**src/rtl/qu_instr_queue.sv**
```systemverilog
// qu_instr_queue: in-order decode-to-dispatch FIFO with flush, NOP dropping and first-word fall-through
module qu_instr_queue #(
  parameter int INSTR_WIDTH = 32,
  parameter int PC_WIDTH    = 32,
  parameter int DEPTH       = 8
) (
  input  logic                     clk,
  input  logic                     rst,
  input  logic                     flush,
  input  logic                     in_valid,
  input  logic [INSTR_WIDTH-1:0]   in_instr,
  input  logic [PC_WIDTH-1:0]      in_pc,
  input  logic                     in_nop,
  input  logic                     in_invalid,
  output logic                     in_ready,
  output logic                     out_valid,
  output logic [INSTR_WIDTH-1:0]   out_instr,
  output logic [PC_WIDTH-1:0]      out_pc,
  output logic                     out_invalid,
  input  logic                     out_ready,
  output logic [$clog2(DEPTH):0]   count
);
  localparam int AW = $clog2(DEPTH);
  localparam int EW = INSTR_WIDTH + PC_WIDTH + 1;
  logic [EW-1:0] mem [DEPTH];
  logic [AW:0] rptr, wptr;
  logic empty, full, push, pop;
  assign empty = rptr == wptr;
  assign full = (rptr[AW-1:0] == wptr[AW-1:0]) && (rptr[AW] != wptr[AW]);
  // reset forces the handshake low exactly like a flush
  assign in_ready = ~full & ~flush & ~rst;
  assign out_valid = ~empty & ~flush & ~rst;
  assign push = in_valid & in_ready & ~in_nop;
  assign pop = out_valid & out_ready;
  assign {out_instr, out_pc, out_invalid} = mem[rptr[AW-1:0]];
  always_ff @(posedge clk) begin
    if (rst || flush) begin
      rptr <= '0;
      wptr <= '0;
      count <= '0;
    end else begin
      wptr <= wptr + (AW+1)'(push);
      rptr <= rptr + (AW+1)'(pop);
      count <= count + (AW+1)'(push) - (AW+1)'(pop);
    end
  end
  always_ff @(posedge clk)
    if (push) mem[wptr[AW-1:0]] <= {in_instr, in_pc, in_invalid};
endmodule

```
**config.mk**
```make
export PLATFORM = sky130hd
export DESIGN_NAME = qu_instr_queue
export DESIGN_NICKNAME = d
export VERILOG_FILES = /design/src/rtl/qu_instr_queue.sv
export SDC_FILE = /design/constraint.sdc
export NUM_CORES = 1
export LEC_CHECK = 0
export BUFFER_PORTS_ARGS = -buffer_cell sky130_fd_sc_hd__buf_2
export CAP_MARGIN = 0
export CORE_MARGIN = 5
export CORE_UTILIZATION = 55
export CTS_CLUSTER_SIZE = 40
export DETAILED_ROUTE_END_ITERATION = 7
export GPL_TIMING_DRIVEN = 0
export PLACE_DENSITY = 0.74
export SLEW_MARGIN = 0
export SYNTH_ARGS = -nofsm -noshare
export SYNTH_HDL_FRONTEND = slang
export SYNTH_SLANG_ARGS = --single-unit
```
**constraint.sdc**
```tcl
create_clock -name clk -period 12.2 [get_ports clk]
set_input_delay 2.44 -clock clk [delete_from_list [all_inputs] [get_ports clk]]
set_output_delay 2.44 -clock clk [all_outputs]
set_load 0.01 [all_outputs]
```
==> run summary, run 1 <==
Worst setup SP type: input pin
Worst EP required: 9.76 ns
Top_reg_cell synth: edfxtp_1
End-of-flow core utilization: 65.7%
Initial DRC Count: 808
Vias: 9498
GR Layer Usage met3: 3.48%
Vias in the first global route: 10100
Row cnt: 70
Hold Path Cell Cnt: 2
EDFF count, synth: 520
Final clock skew: 0.0237 ns
Total power: 3.57 mW
Design Area, Final: 24000 um2
Synthesis Warnings: 0
Core area: 36400 um2
Htree depth: 2
Postcts setup bufs: 0
Reg2reg path depth: 11
Crit-path max FO: 10
Post-synthesis async set-or-reset flop share: 0%
Unrepaired setup endpoints after global routing: false
Worst Min Path Start: rptr[3]
IO Port Bufs: 141
Clock buffer depth: 3
Setup slack, reg-to-reg: 9.04 ns
Layout Nets: 1178
CP Class: input pin to output port
Die H: 202 um
Clk_lat worst skew: 0.57 ns
Die span in x: 202 um
Root buffer cell: clkbuf_16
HPWL Detailed: 27.6 mm
Max Slew Vio Count: 0
Pwr/cell area: 149 nW/um2
Total GRT Usage: 20.3%
Cell Area, Placed: 22300 um2
Synth cell types: 27
GP Congestion: 0.748
WL/cell: 25.2 um
Hold endpoint: rptr[3]
CTS sink cnt: 532
Global-route wire length before repair: 62.6 mm
DR vias/cell: 5.91
Max_cap viols: 0
Static leakage: 7.80 nW
Hold_buf cts: 0
Top Ports: 142
Initial antenna violation count: 5
GR Util met1: 28.4%
Post-CTS Resized: 0
Worst rel slew slack: 42.9%
Most frequent cell after synthesis: edfxtp_1
Pin count of the biggest net entering global routing: 15
Hold Violations, Final: 0
CTS buffer count: 52
Synth area leader: edfxtp_1
Syn_nets: 915
Crit Reg-Reg Endpoint: mem[6][43]
Post-Route WL: 40.5 mm
Yosys reg bits: 532
Beginning of the critical path: flush
Layout cells sized above 1: 45.2%
Post-synth top cells: 520 x edfxtp_1, 130 x mux4_2, 65 x mux2_2
Post-layout minimum cycle time: 5.87 ns
CP arrival: 3.43 ns
# fillers: 2377
DIE AREA: 40700 um2
Cell Area, Synth: 20200 um2
Endpoint class of the critical path: output port
Status: finished clean
Total gr overflow: 0
Fin crit share: 48.1%
Synth Instances: 835
Final ANT Viol Nets: 0
Seq/Total Area, Yosys: 78.4%
CTS tree: yes
Yosys top cell area share: 77.2%
Setup violators final: 0
Slew @ Worst Pin: 0.852 ns
Syn_area_per_cell: 24.2 um2
R2R Path Start: rptr[0]
CTS clk-pin slew, worst paths: 0.06 ns
First-pass detailed-route iteration total: 7
DR DRC count: 0
Initial core utilization: 55.5%
VDD IR max: 0.000113 V
Min-Delay Path Class: flop to flop
Gr busiest metal: met2
Synth area leaders: edfxtp_1 77%, mux4_2 14%, mux2_2 3.6%, dfxtp_1 1.2%, buf_6 0.56%
M2 GR Usage: 33.7%
Area delta synth->final: 18.5%
FMAX: 170 MHz
==> area by class of cell <==
| class | instances | area, um2 | share of cell area [%] |
|---|---|---|---|
| buffer | 40 | 246 | 1.03 |
| tap | 468 | 586 | 2.44 |
| clock inverter | 25 | 179 | 0.747 |
| antenna | 1 | 2.50 | 0.0104 |
| multi-input combinational | 258 | 4140 | 17.3 |
| inverter | 5 | 18.8 | 0.0784 |
| sequential | 532 | 15900 | 66.2 |
| clock buffer | 69 | 1440 | 6.00 |
| timing repair buffer | 209 | 1490 | 6.22 |
==> worst max path at each step <==
stage / endpoint / slack (ns)
global placement: mem[3][43] / -0.70
CTS: out_valid / 6.32
floorplan: mem[0][0] / 4.28
detailed placement: out_valid / 6.33
finish: out_valid / 6.33
global route: out_valid / 6.28
==> worst max-delay path, stage by stage <==
cell and delay, ns:
buf_2 0.11, or2_2 0.29, clkbuf_1 0.24, a21oi_1 0.19, buf_2 0.15
==> report_power, final <==
| group | switching, mW | leakage (nW) | internal (mW) |
|---|---|---|---|
| clock network | 0.634 | 0.807 | 0.869 |
| registers | 0.00105 | 4.77 | 2.01 |
| logic | 0.0343 | 2.22 | 0.0197 |
| total | 0.669 | 7.80 | 2.90 |
==> metal layers <==
metal / vias to the layer above / wire (um) / share of wire, %
met5: - / 33 / 0.081
met4: 6 / 966 / 2.4
met1: 4971 / 16200 / 40
met2: 360 / 20800 / 51
li1: 4080 / - / -
met3: 81 / 2540 / 6.3
==> registers in the layout, summed over array words and instances (netlist names) <==
signal	flops
wptr	4
count	4
rptr	4
mem	520
==> layout by cell type, fill, tap and decap left out, types with 3 or more instances in the layout <==
cell type / count
buf_8: 7
clkbuf_1: 25
xor2_1: 6
inv_1: 5
nand3_1: 5
and2_1: 5
buf_2: 155
edfxtp_1: 520
mux2_2: 65
buf_6: 69
dfxtp_1: 12
xnor2_1: 4
inv_6: 3
clkinv_2: 14
ha_1: 8
clkinv_1: 6
clkbuf_8: 3
nor3_2: 8
nor2_1: 8
mux4_2: 130
clkbuf_16: 54
or3_1: 3
a21oi_1: 4
==> cell families after synthesis <==
family	Yosys count	synth area share (%)
fa+ha+maj	9	0.594
flops	532	78.4
compound gates	5	0.136
buf+inv	45	1.31
mux	195	18.1
xor+xnor	10	0.433
simple gates	39	1.00
==> per-stage QoR <==
step	setup slack [ns]	cells	hold WS (ns)	TNS (ns)
final	6.33	1607	0.559	0
after global routing	6.28	1606	0.601	0
after CTS	6.32	1606	0.557	0
after detailed placement	6.33	1512	0.538	0
after global placement	-0.698	1444	0.512	-257.79
after floorplan	4.28	835	0.499	0
Power figures use the tool's default switching activity.
==> run 2: changes to the inputs <==
- clock period: 12.2 -> 5.5 ns (I/O delays scaled with it)
==> run summary, run 2 (synthesized netlist as in run 1, its figures left out) <==
VDD IR max: 0.000319 V (+180%)
Hold_buf cts: 0 (unchanged)
Max_cap viols: 0 (unchanged)
FMAX: 248 MHz
Final clock skew: 0.0142 ns (-0.00951 ns)
Postcts setup bufs: 0 (unchanged)
Beginning of the critical path: rptr[2]
CTS buffer count: 52 (unchanged)
Min-Delay Path Class: flop to flop
Pwr/cell area: 336 nW/um2 (+130%)
Slew @ Worst Pin: 1.08 ns (+0.231 ns)
Pin count of the biggest net entering global routing: 16 (+1)
Fin crit share: 73.5%
Post-Route WL: 40.5 mm (about the same)
DR vias/cell: 5.84 (-1.2%)
Endpoint class of the critical path: output port
Layout Nets: 1168 (-0.85%)
HPWL Detailed: 26.9 mm (-2.4%)
Commonest non-fill, non-tap cell in the layout: edfxtp_1
Post-Layout Cell Count: 1600 (-0.44%)
DIE AREA: 40700 um2 (unchanged)
Static leakage: 7.81 nW (+0.11%)
Top Ports: 142 (unchanged)
CP Class: flop to output port
Global-route wire length before repair: 62.4 mm (-0.40%)
Worst setup SP type: flop
Hold Violations, Final: 0 (unchanged)
Area delta synth->final: 19.1%
Final ANT Viol Nets: 0 (unchanged)
Row cnt: 70 (unchanged)
First-pass detailed-route iteration total: 5 (-2)
DR DRC count: 0 (unchanged)
Htree depth: 2 (unchanged)
Root buffer cell: clkbuf_16
CP arrival: 2.94 ns (-0.49 ns)
CTS tree: yes
Pre-CTS setup slack: 1.89 ns (-4.44 ns)
Vias in the first global route: 9993 (-1.1%)
Vias: 9345 (-1.6%)
Setup ws final: 1.46 ns (-4.87 ns)
Design Area, Final: 24100 um2 (+0.54%)
Initial core utilization: 55.5% (unchanged)
CTS sink cnt: 532 (unchanged)
Cell Area, Placed: 22400 um2 (+0.23%)
CTS clk-pin slew, worst paths: 0.06 ns (about the same)
Worst EP required: 4.40 ns (-5.36 ns)
GP Congestion: 0.728 (-2.7%)
Die span in x: 202 um (unchanged)
Most frequent cells in the layout: 520 x edfxtp_1, 155 x buf_2, 130 x mux4_2
Max Slew Vio Count: 0 (unchanged)
Unrepaired setup endpoints after global routing: false
Post-CTS Resized: 0 (unchanged)
Placed insts: 1502 (-0.66%)
Worst Min Path Start: rptr[3]
Max reg flops: 520 (unchanged)
Core area: 36400 um2 (unchanged)
Total GRT Usage: 20.2% (-0.049 points)
Post-layout minimum cycle time: 4.04 ns
Setup violators final: 0 (unchanged)
Initial DRC Count: 690 (-15%)
WL/cell: 25.3 um (+0.45%)
IO Port Bufs: 141 (unchanged)
Status: finished clean
Die H: 202 um (unchanged)
Clock buffer depth: 3 (unchanged)
R2R Path Start: rptr[0]
Clk_lat worst skew: 0.55 ns (-0.02 ns)
Initial antenna violation count: 7 (+2)
Total gr overflow: 0 (unchanged)
Crit-path max FO: 10 (unchanged)
Worst rel slew slack: 27.4% (-16 points)
Layout cells sized above 1: 44.4% (-0.75 points)
==> run 2: cell types whose count changed in the layout (fill, tap and decap cells not counted), sizes merged <==
cell	delta
diode	+3
clkbuf	-4
buf	-10
inv	-3
bufinv	+5
clkinvlp	+1
clkinv	+1
==> run 2: layout make-up <==
cell class,count,area (um2)
sequential,532,15900
clock inverter,29,315
antenna,4,10.0
buffer,40,246
timing repair buffer,199,1530
fill,2365,12400
tap,468,586
multi-input combinational,258,4150
clock buffer,65,1370
inverter,5,18.8
==> run 2: worst paths after layout <==
path,to,slack (ns),cells after the start
max,out_pc[2],1.46,6
min,rptr[3],0.58,2
max reg2reg,mem[2][26],2.30,10
min reg2reg,rptr[3],0.58,2
==> run 2: stage by stage <==
stage	hold slack (ns)	util [%]	total power, mW	setup TNS [ns]
after floorplan	0.499	-	4.58	-402.76
after global placement	0.512	59.1	4.65	-2549.40
after detailed placement	0.543	61.4	4.67	0
after CTS	0.581	66.1	8.16	0
after global routing	0.596	66.1	8.35	0
final	0.580	66.1	8.08	0
==> run 2: worst max-delay path, cell delays in order (launching register included) <==
cell      delay [ns]
dfxtp_1         0.30
buf_2           0.23
clkbuf_1        0.60
buf_2           0.44
mux4_2          0.34
mux2_2          0.31
buf_2           0.15
==> run 2: layer usage <==
metal / up-vias / wire length (um) / GRT usage (%)
li1: 4063 / - / -
met3: 66 / 2140 / 4.00
met5: - / 43 / 0
met2: 255 / 20900 / 34.1
met1: 4953 / 16700 / 27.9
met4: 8 / 736 / 4.74
==> run 2: power by group <==
part | leakage, nW | total [mW] | switching (mW) | internal (mW)
clock network | 0.828 | 3.50 | 1.41 | 2.09
logic | 2.21 | 0.123 | 0.0773 | 0.0460
registers | 4.77 | 4.46 | 0.00233 | 4.46
==> run 3: changes to the inputs <==
- ABC_AREA: default -> 1
- CORE_UTILIZATION: 55 -> 54
- PLACE_DENSITY: 0.74 -> 0.75
- clock period: 5.5 -> 3.3 ns (I/O delays scaled with it)
==> run summary, run 3 <==
Status: finished clean
Worst rel slew slack: 44.9% (+18 points)
GP Congestion: 0.788 (+8.2%)
# fillers: 2825 (+19%)
Pwr/cell area: 547 nW/um2 (+63%)
Chain of cells forming the critical path: buf_2 -> inv_1 -> clkbuf_4 -> buf_2 -> o21ai_0 -> o22ai_1 -> nand2_1 -> nand2_1 -> buf_2
Synth Instances: 1573 (+88%)
Postcts setup bufs: 0 (unchanged)
CTS sink cnt: 532 (unchanged)
Vias in the first global route: 13700 (+37%)
Synth area leaders: edfxtp_1 75%, o21ai_0 6.3%, nor2_1 4.9%, o22ai_1 3.9%, nand2_1 3.7%
Root buffer cell: clkbuf_16
CP arrival: 2.57 ns (-0.37 ns)
Worst EP required: 2.64 ns (-1.76 ns)
Max reg flops: 520 (unchanged)
Hold_buf cts: 0 (unchanged)
Post-synth top cells: 520 x edfxtp_1, 273 x nor2_1, 263 x o21ai_0
CP max stage cell: dfxtp_1
Seq/Total Area, Yosys: 76.3% (-2.1 points)
Total power: 13.2 mW (+64%)
Top_reg_cell synth: edfxtp_1
FMAX: 309 MHz
Multi-input gate area: 4320 um2 (+4.2%)
Syn_nets: 1653 (+81%)
Die H: 206 um (+2.2%)
Setup ws final: 0.0676 ns (-1.39 ns)
Sw Ratio: 19.0% (+0.49 points)
Fin crit share: 98.0%
Setup violators final: 0 (unchanged)
Reg area: 15900 um2 (unchanged)
Initial DRC Count: 1389 (+100%)
Final clock skew: 0.0138 ns (-0.000380 ns)
Part of the power in combinational logic: 1.5% (about the same)
First-pass detailed-route iteration total: 6 (+1)
Layout cells sized above 1: 16.2% (-28 points)
CTS buffer count: 52 (unchanged)
Hold Violations, Final: 0 (unchanged)
Vias: 13600 (+46%)
Htree depth: 2 (unchanged)
Cell Area, Synth: 20800 um2 (+2.7%)
HPWL Detailed: 32.1 mm (+19%)
Max Slew Vio Count: 0 (unchanged)
Clk network pwr share: 42.3% (-1.0 points)
CTS clk-pin slew, worst paths: 0.06 ns (about the same)
Pin count of the biggest net entering global routing: 28 (+12)
CP most frequent cell: buf_2
P_sw: 2.51 mW (+68%)
Row cnt: 71 (+1.4%)
Commonest non-fill, non-tap cell in the layout: edfxtp_1
Synth area leader: edfxtp_1
Area delta synth->final: 16.4%
Post-synthesis async set-or-reset flop share: 0% (unchanged)
Worst setup SP type: flop
Final ANT Viol Nets: 0 (unchanged)
Post-CTS Resized: 3 (+3)
Post-Route WL: 51.2 mm (+26%)
Most frequent cells in the layout: 520 x edfxtp_1, 273 x nor2_1, 263 x o21ai_0
Total GRT Usage: 23.7% (+3.5 points)
Most frequent cell after synthesis: edfxtp_1
Endpoint class of the critical path: output port
Crit-path max FO: 10 (unchanged)
DR DRC count: 0 (unchanged)
Global-route wire length before repair: 77.1 mm (+24%)
Static leakage: 8.49 nW (+8.8%)
Yosys top cell area share: 75.2% (-2.0 points)
Synth cell types: 26 (-3.7%)
Internal: 10.7 mW (+63%)
Initial core utilization: 54.9% (-0.61 points)
VDD IR max: 0.000616 V (+93%)
WL/cell: 21.9 um (-14%)
Yosys reg bits: 532 (unchanged)
Clk_lat worst skew: 0.56 ns (about the same)
Top Ports: 142 (unchanged)
Power share of the sequential group: 56.2% (+1.1 points)
Syn_area_per_cell: 13.2 um2 (-45%)
Hold slack: 0.367 ns (-0.213 ns)
Pre-CTS setup slack: 0.165 ns (-1.72 ns)
Placed insts: 2243 (+49%)
IO Port Bufs: 141 (unchanged)
Max_cap viols: 0 (unchanged)
CP Class: flop to output port
Post-layout minimum cycle time: 3.23 ns
Total gr overflow: 0 (unchanged)
Initial antenna violation count: 9 (+2)
CTS tree: yes
DR vias/cell: 5.83 (-0.27%)
Core area: 37800 um2 (+3.9%)
DIE AREA: 42500 um2 (+4.4%)
Slew @ Worst Pin: 0.824 ns (-0.259 ns)
Crit path largest cell delay: 0.31 ns (-0.29 ns)
EDFF count, synth: 520 (unchanged)
Post-Layout Cell Count: 2339 (+46%)
Die span in x: 206 um (+2.2%)
Min-Delay Path Class: input pin to flop
Clock buffer depth: 3 (unchanged)
Synthesis Warnings: 0 (unchanged)
Layout Nets: 1865 (+60%)
==> run 3: power by group through the flow <==
stage | combinational (mW) | sequential, mW | clock (mW)
after floorplan | 0.0486 | 7.58 | 0
after global placement | 0.184 | 7.57 | 0
after detailed placement | 0.201 | 7.57 | 0
after CTS | 0.202 | 7.43 | 5.64
after global routing | 0.223 | 7.43 | 5.93
final | 0.203 | 7.43 | 5.59
==> run 3: per-layer routing <==
metal | wire length [um] | part of all wire [%] | global-route usage, % | vias to the layer above
li1 | - | - | - | 6180
met1 | 20100 | 39 | 31.8 | 6671
met2 | 25500 | 50 | 40.3 | 667
met3 | 4170 | 8.2 | 3.89 | 103
met4 | 1430 | 2.8 | 7.68 | 4
met5 | 30 | 0.059 | 0 | -
==> run 3: area by class of cell <==
class,instances,area share [%]
clock inverter,25,0.865
clock buffer,66,5.69
inverter,24,0.419
tap,511,2.65
antenna,6,0.0621
timing repair buffer,159,4.57
buffer,102,2.26
sequential,532,65.6
multi-input combinational,914,17.9
==> run 3: logic make-up (layout without fill, tap and decap cells) <==
group	after synthesis	after routing	share of synthesized area, %
AOI/OAI and AO/OA	397	397	10.4
xor gates and xnor gates	5	5	0.211
adders and majority gates	9	9	0.578
buffers and inverters	127	376	3.02
DFF	532	532	76.3
other	0	6	0
and+or+nand+nor	503	503	9.49
==> run 3: final timing paths <==
kind | startpoint | endpoint | slack (ns) | cells after the start
max | rptr[1] | out_pc[18] | 0.07 | 9
min | in_pc[22] | mem[3][23] | 0.37 | 1
max reg2reg | rptr[2] | mem[4][36] | 0.18 | 9
min reg2reg | wptr[3] | wptr[3] | 0.51 | 2
==> run 3: metrics by stage <==
stage          area, um2  utilization [%]  setup TNS (ns)
3_3_place_gp       22100             58.4         -886.39
2_1_floorplan      20800                -          -32.07
5_1_grt            24200             63.9        -0.00872
4_1_cts            24100             63.8               0
3_5_place_dp       22600             59.6               0
6_report           24200             63.9               0
==> run 3: worst max-delay path: cells and delay by family (launching register included) <==
family / cells / cell delay, ns
compound gates: 2 / 0.39
buf+inv: 5 / 1.09
flops: 1 / 0.31
simple gates: 2 / 0.22
